==> config.mk <==
export PLATFORM = sky130hd
export DESIGN_NAME = ps2_scancode_filter
export DESIGN_NICKNAME = d
export VERILOG_FILES = /design/src/rtl/ps2_scancode_filter.sv
export SDC_FILE = /design/constraint.sdc
export NUM_CORES = 1
export LEC_CHECK = 0
export BUFFER_PORTS_ARGS = -buffer_cell sky130_fd_sc_hd__buf_2
export CAP_MARGIN = 20
export CORE_ASPECT_RATIO = 1.75
export CORE_UTILIZATION = 53
export CTS_CLUSTER_DIAMETER = 100
export DETAILED_ROUTE_END_ITERATION = 7
export PLACE_DENSITY_LB_ADDON = 0.25
export SYNTH_ARGS = -nofsm -noshare
export SYNTH_HDL_FRONTEND = slang
export SYNTH_SLANG_ARGS = --single-unit
==> constraint.sdc <==
create_clock -name clk -period 2.1 [get_ports clk]
set_input_delay 0.105 -clock clk [delete_from_list [all_inputs] [get_ports clk]]
set_output_delay 0.105 -clock clk [all_outputs]
set_load 0.005 [all_outputs]
==> src/rtl/ps2_scancode_filter.sv <==
// Purpose : resolves Set-2 E0/F0/E1 prefix sequences into clean make/break key events plus a held-key bitmap.
// Latency : key_valid/seq_error rise one cycle after the rx_valid byte that completes or breaks a sequence.
// Backpr. : none; every rx_valid byte is accepted, back-to-back bytes included.
// Ports   : clk, reset (async active-low); rx_data/rx_valid byte strobe in; clear_held sync clear of held;
//           key_code/key_ext/key_make/key_valid event out; held {enter,space,right,left,down,up};
//           seq_error one-cycle pulse on a malformed or abandoned sequence.
module ps2_scancode_filter #(
  parameter int TIMEOUT_CYCLES = 2500000
) (
  input  logic       clk,
  input  logic       reset,
  input  logic [7:0] rx_data,
  input  logic       rx_valid,
  input  logic       clear_held,
  output logic [7:0] key_code,
  output logic       key_ext,
  output logic       key_make,
  output logic       key_valid,
  output logic [5:0] held,
  output logic       seq_error
);

  localparam int CW = (TIMEOUT_CYCLES > 2) ? $clog2(TIMEOUT_CYCLES) : 1;
  localparam logic [CW-1:0] TO_LAST = CW'(TIMEOUT_CYCLES - 1);

  typedef enum logic [2:0] {
    IDLE     = 3'd0,
    GOT_E0   = 3'd1,
    GOT_F0   = 3'd2,
    GOT_E0F0 = 3'd3,
    SKIP     = 3'd4
  } state_t;

  state_t        state, state_nxt;
  logic [2:0]    pause, pause_nxt;
  logic [CW-1:0] tcnt;
  logic          timeout_hit;
  logic          is_prefix, is_fake, is_nonkey;
  logic          ev, ev_ext, ev_make, err;
  logic [5:0]    key_mask;

  always_comb begin
    is_prefix = (rx_data == 8'hE0) || (rx_data == 8'hE1) || (rx_data == 8'hF0);
    // E0 12 / E0 59 are the fake-shift codes the keyboard wraps around extended keys
    is_fake   = (rx_data == 8'h12) || (rx_data == 8'h59);
    is_nonkey = (rx_data == 8'hAA) || (rx_data == 8'hFA) || (rx_data == 8'hFE) ||
                (rx_data == 8'hEE) || (rx_data == 8'h00) || (rx_data == 8'hFF);
  end

  // A byte arriving on the expiry cycle wins over the timeout
  assign timeout_hit = (state != IDLE) && !rx_valid && (tcnt == TO_LAST);

  always_comb begin
    state_nxt = state;
    pause_nxt = pause;
    ev        = 1'b0;
    ev_ext    = 1'b0;
    ev_make   = 1'b0;
    err       = 1'b0;
    if (rx_valid) begin
      case (state)
        IDLE: begin
          if (rx_data == 8'hE0) begin
            state_nxt = GOT_E0;
          end else if (rx_data == 8'hF0) begin
            state_nxt = GOT_F0;
          end else if (rx_data == 8'hE1) begin
            state_nxt = SKIP;
            pause_nxt = 3'd7;
          end else if (!is_nonkey) begin
            ev      = 1'b1;
            ev_make = 1'b1;
          end
        end
        GOT_E0: begin
          if (rx_data == 8'hF0) begin
            state_nxt = GOT_E0F0;
          end else if (is_fake) begin
            state_nxt = IDLE;
          end else if (is_prefix) begin
            // stray E0/E1: flag it but keep waiting for the extended code
            err = 1'b1;
          end else begin
            ev        = 1'b1;
            ev_ext    = 1'b1;
            ev_make   = 1'b1;
            state_nxt = IDLE;
          end
        end
        GOT_F0: begin
          state_nxt = IDLE;
          if (is_prefix) begin
            err = 1'b1;
          end else begin
            ev = 1'b1;
          end
        end
        GOT_E0F0: begin
          state_nxt = IDLE;
          if (is_prefix) begin
            err = 1'b1;
          end else if (!is_fake) begin
            ev     = 1'b1;
            ev_ext = 1'b1;
          end
        end
        SKIP: begin
          pause_nxt = pause - 3'd1;
          if (pause <= 3'd1) begin
            state_nxt = IDLE;
          end
        end
        default: state_nxt = IDLE;
      endcase
    end else if (timeout_hit) begin
      err       = 1'b1;
      state_nxt = IDLE;
    end
  end

  always_comb begin
    key_mask = 6'b000000;
    case ({ev_ext, rx_data})
      9'h01D, 9'h175: key_mask = 6'b000001;
      9'h01B, 9'h172: key_mask = 6'b000010;
      9'h01C, 9'h16B: key_mask = 6'b000100;
      9'h023, 9'h174: key_mask = 6'b001000;
      9'h029:         key_mask = 6'b010000;
      9'h05A, 9'h15A: key_mask = 6'b100000;
      default:        key_mask = 6'b000000;
    endcase
  end

  always_ff @(posedge clk or negedge reset) begin
    if (!reset) begin
      state     <= IDLE;
      pause     <= 3'd0;
      tcnt      <= '0;
      key_code  <= 8'h00;
      key_ext   <= 1'b0;
      key_make  <= 1'b0;
      key_valid <= 1'b0;
      seq_error <= 1'b0;
      held      <= 6'b0;
    end else begin
      state     <= state_nxt;
      pause     <= pause_nxt;
      tcnt      <= (rx_valid || (state == IDLE) || timeout_hit) ? '0 : tcnt + CW'(1);
      key_valid <= ev;
      seq_error <= err;
      if (ev) begin
        key_code <= rx_data;
        key_ext  <= ev_ext;
        key_make <= ev_make;
      end
      // clear_held beats a same-cycle make
      if (clear_held) begin
        held <= 6'b0;
      end else if (ev) begin
        held <= ev_make ? (held | key_mask) : (held & ~key_mask);
      end
    end
  end

endmodule

; ---- Word level (Yosys, flattened, before mapping)
; Index checks and enable logic that the tools add are counted.
[classes]
n_lt_le_gt_ge = 1
n_addsub = 2
muxes = 40
div = 0
n_reduce_logical = 27
n_shift = 0
n_mul = 0
n_eq_ne = 32
n_bitwise = 3
[ops]
columns = cell, count
row1 = "8-bit == test, second input constant", 8
row2 = "9-bit == test, second input constant", 5
row3 = 3-bit two-way mux, 12
row4 = 6-bit one-hot mux with 6 select lines, 1
row5 = "9-bit by 5-bit == test with 1-bit output, second input constant", 3
row6 = "22-bit by 1-bit adder with 22-bit output, second input constant", 1
row7 = "22-bit == test, second input constant", 1
row8 = 22-bit two-way mux, 1
row9 = "9-bit by 6-bit == test with 1-bit output, second input constant", 2
row10 = 6-bit two-way mux, 3
row11 = 1-bit two-way mux, 17
row12 = 2-bit OR reduction, 6
row13 = 1-bit logical OR, 10
row14 = "5-bit inequality test, second input constant", 2
row15 = "9-bit by 7-bit == test with 1-bit output, second input constant", 1
row16 = 3-bit one-hot mux with 3 select lines, 1
row17 = "8-bit by 5-bit == test with 1-bit output, second input constant", 1
row18 = "8-bit by 7-bit == test with 1-bit output, second input constant", 1
row19 = 8-bit logical NOT, 1
row20 = 6-bit bitwise AND, 1
row21 = "3-bit by 2-bit == test with 1-bit output, second input constant", 2
row22 = "2-bit inequality test, second input constant", 3
row23 = 6-bit inverter, 1
row24 = 6-bit bitwise OR, 1
row25 = other kinds (15), 20
[word_totals]
ramBits = 0
inputBits = 12
rom_bits = 0
memories = 0
latchBits = 0
reg_bits = 46

; ---- Longest topological paths before layout
[logic_depth]
word_depth = 16
ltp_mapped = 8
ltp_nobuf = 7

; ---- Worst setup path before layout
; Ideal clock, no wire load.
[synth_path]
path_type = flip-flop to flip-flop
start = register state[2]
end = register held[0]
setup_slack_ns = 0.082
synth_period_minus_slack_ns = 2.018
required_ns = 2.021
path_stages_with_launch = 8
n_path_buf = 1
t_arrival_ns = 1.939
path_cell_list = dfrtp_1 buf_4 nand2b_1 a41oi_4 nand4_4 mux2_4 a2111oi_4 mux2i_1
[synth_via]
elab_chain_cells = 11
elab_cells_between_ends = 34
classes_between = eq/ne: 14 / mux: 10 / bitwise: 3 / reduce/logical: 7
[synth_rtl]
columns = element, line_no
row1 = from (decl), 34  ; state_t state, state_nxt;
row2 = from (signal assigned), 146  ; state <= state_nxt;
row3 = 3-bit by 2-bit == test with 1-bit output or 3-bit by 1-bit == test with 1-bit output (tied branches), 61  ; case (state)
row4 = 1-bit one-hot mux with 2 select lines, 61
row5 = 1-bit two-way mux, 60  ; if (rx_valid) begin
row6 = "9-bit by 7-bit == test with 1-bit output, or another cell as far along", 123  ; case ({ev_ext, rx_data})
row7 = 2-bit OR reduction, 123
row8 = 6-bit one-hot mux with 6 select lines, 123
row9 = 6-bit inverter, 160  ; held <= ev_make ? (held | key_mask) : (held & ~key_mask);
row10 = 6-bit bitwise AND, 160
row11 = 6-bit two-way mux, 160
row12 = 6-bit two-way mux, 159  ; end else if (ev) begin
row13 = 6-bit two-way mux, 157  ; if (clear_held) begin
row14 = to (signal assigned), 160
row15 = to (decl), 19  ; output logic [5:0] held,
; Several ways; a longest one is shown, not always the timed one. The select of a mux whose other input is x is not followed.
; A chain may end at the register's enable or synchronous reset.

; ---- Worst setup path after layout
[layout_path]
start = register state[2]
end = register held[2]
; The elaborated chain is that of the path after synthesis.

==> flow_summary_export.csv <==
group,metric,value,unit
yosys,yosys_warnings,0,
setup_path,cp_slowest_cell,"dfrtp_1",
drt,drc,0,
placed_design,gp_congestion,0.841,
setup_path,critPathLaunch,"state[2]",
drt,routed-wl-met2,3360,µm
setup_path,critical_path_arrival,2210,ps
floorplanning,die_w,55.7,µm
sta,fin_ws,112,ps
final_layout,num_antenna_cells,0,
floorplanning,pin_count,30,
final_layout,drive_above_1_share,27.3,%
yosys,yosysSeqAreaShare,43.1,%
placed_design,port_buffers,29,
setup_path,crit_fanout,7,
floorplanning,fp.dieArea,0.00534,mm²
status,run_status,"finished, final reports clean",
setup_path,crit_cells,7,
setup_path,startpoint_type,"flip-flop",
grt,antenna_found_initial,0,
yosys,synth_cell_types,53,
sta,worstMarginPinSlew,528,ps
setup_path,cp_num_buf_inv,2,
grt,grt_pass1_wl,9920,µm
drt,wl_met3,148,µm
cts,root_buffer,"clkbuf_8",
setup_path,crit_chain,"nand2b_1 -> a41oi_4 -> buf_4 -> nand3b_2 -> buf_4 -> a22oi_1 -> mux2i_1",
yosys,syn-mean-instance-area,10.2,µm²
cts,cts_tree,"built",
grt,grt_pass1_vias,2179,
placed_design,dp_slack,82.1,ps
yosys,synth_edf_count,0,
setup_path,cpPeakStageDelay,460,ps
sta,fin_crit_sh,94.7,%
hold_path,min_from,"clear_held",
floorplanning,core_area,0.00475,mm²
final_layout,mostFrequentLayoutCells,"dfrtp_1 (46), nor2_1 (35), buf_2 (29)",
hold_path,hold_depth,3,
yosys,synth_cells,263,
setup_path,rr_startpoint,"state[2]",
yosys,netlist_top_cells_area,"dfrtp_1 (43%), mux2_4 (5.1%), nor2_1 (4.9%)",
setup_path,cp_top_family,"flip-flops",
final_layout,ff_latch_area,0.00115,mm²
sta,fin_worst_skew,10.7,ps
yosys,yosysTopAreaCellShare,43.1,%
setup_path,critPathRequiredTime,2320,ps
drt,drt-pass1-iter-count,4,
final_layout,area_growth,16.2,%
cts,cts_buffer_depth,2,
final_layout,fillerInstances,389,
cts,h-tree-depth,2,
setup_path,rr_worst_depth,7,
placed_design,place_hpwl,4440,µm
cts,cts_setup_buffers,0,
sta,hold_violations,0,
drt,finalWirelength,5820,µm
setup_path,path_class,"flip-flop to flip-flop",
cts,clkSlewWorstSetupHoldPaths,80,ps
sta,tns,0,ps
drt,viasPerCell,5.86,
grt,grt_max_degree,25,
sta,slew_headroom,64.8,%
floorplanning,initial_core_util,56.2,%
grt,overflow,0,
pwr,power_density,849,mW/mm²
drt,drt-initial-drc-count,88,
yosys,synth_ff_type,"dfrtp_1",
pwr,ir_drop,0.670,mV
cts,cts-buffers-inserted,5,
drt,antenna_left,0,
sta,slew_viol_final,0,
setup_path,critPathCaptureType,"flip-flop",
cts,clk_latency,300,ps
drt,top_layer,"met4",
floorplanning,fp.dieH,95.9,µm
final_layout,multi_input_area,0.00142,mm²
sta,finalSetupViolations,0,
pwr,leakagePower,1.32,nW
drt,drt-met1-wl,2150,µm
final_layout,layout.nets,326,
setup_path,crit_top_cell,"buf_4",
sta,rsz0062_at_grt,"false",
sta,clock.fmax,503,MHz
floorplanning,num_rows,33,
yosys,synth_nets,278,
final_layout,final_common_cell,"dfrtp_1",
sta,finalCriticalPeriod,1990,ps
cts,clkSinkCount,46,
yosys,ys_seq_elements,46,
drt,wl_per_cell,16.0,µm
yosys,yosysTopAreaCell,"dfrtp_1",
yosys,synthArstFlopShare,100,%
setup_path,r2r_slack,110,ps
drt,vias,2126,
yosys,syn_area,0.00267,mm²
hold_path,hold_class,"input port to flip-flop",
grt,grtUsageTotal,23.8,%
flow_run,maxCapViolCount,0,
[per-stage QoR]
stage	instance area (µm²)	cells	power [W]	hold slack [ps]	util [%]
detailed placement	2970	355	0.00198	119	62.5
floorplan	2670	263	0.00168	-191	-
global route	3100	363	0.00277	145	65.3
finish	3100	363	0.00263	130	65.3
global placement	2970	355	0.00196	113	62.5
CTS	3090	363	0.00266	129	65.1
[registers in the layout, indices dropped and copies added, names as in the netlist]
signal	cells
tcnt	22
state	3
key_make	1
key_ext	1
held	6
seq_error	1
key_valid	1
key_code	8
pause	3
[worst min-delay path, stage by stage]
cell      delay [ps]
buf_2            120
nand2b_1         100
mux2i_1           50
[cells in the mapped netlist (2+ instances only)]
cell type	number
inv_1	7
ha_1	3
nand2b_1	7
nand4_1	13
nor2b_1	2
nand3_1	15
xnor2_1	8
nand2_1	16
nand4b_1	2
and3_1	3
a31oi_1	3
dfrtp_1	46
and2_1	2
and2b_1	3
a21boi_0	2
xor2_1	10
buf_6	5
a21oi_1	10
clkbuf_1	3
nor4_1	4
o21ai_0	6
nor3_1	4
buf_4	2
nor4b_1	2
a22o_1	2
nor2_1	35
mux2i_1	7
mux2_4	9
nand4_4	2
or3_1	7
[metal layers]
metal  vias to the layer above  GRT usage, %
li1                       1029             -
met1                      1041          23.5
met2                        46          48.6
met3                        10          3.09
met4                         0          10.4
met5                         -             0
[timing repair]
item | 4_1_cts | 5_1_grt
endpoints found under the hold margin | 22 | 0
endpoints found under the setup margin | 0 | 3
hold buffers | 1 | 0
gates resized for setup | 0 | 3
[power by group]
| group | switching (W) | internal, W |
|---|---|---|
| registers | 0.000107 | 0.00104 |
| logic | 0.000400 | 0.000415 |
| clock network | 0.000293 | 0.000381 |
| total | 0.000800 | 0.00183 |
[logic make-up after synthesis]
group,count (synthesis),synth area share [%]
AOI/OAI and AO/OA,32,9.28
xor gates and xnor gates,18,5.90
adders and majority gates,3,1.41
buffers and inverters,17,4.08
DFF,46,43.1
muxes,17,8.11
and+or+nand+nor,130,28.1
[area by class of cell]
class | count | area share, %
clock buffer | 6 | 2.66
clock inverter | 1 | 0.968
inverter | 7 | 0.847
multi-input combinational | 200 | 45.8
sequential | 46 | 37.1
tap | 52 | 2.10
timing repair buffer | 51 | 10.5
[final timing paths]
kind                            end
max                         held[2]
min                         held[0]
max reg2reg                 held[2]
min reg2reg                 tcnt[0]
max in group asynchronous   tcnt[3]
min in group asynchronous  tcnt[13]
Note: power is estimated with default switching activity, not from simulation.
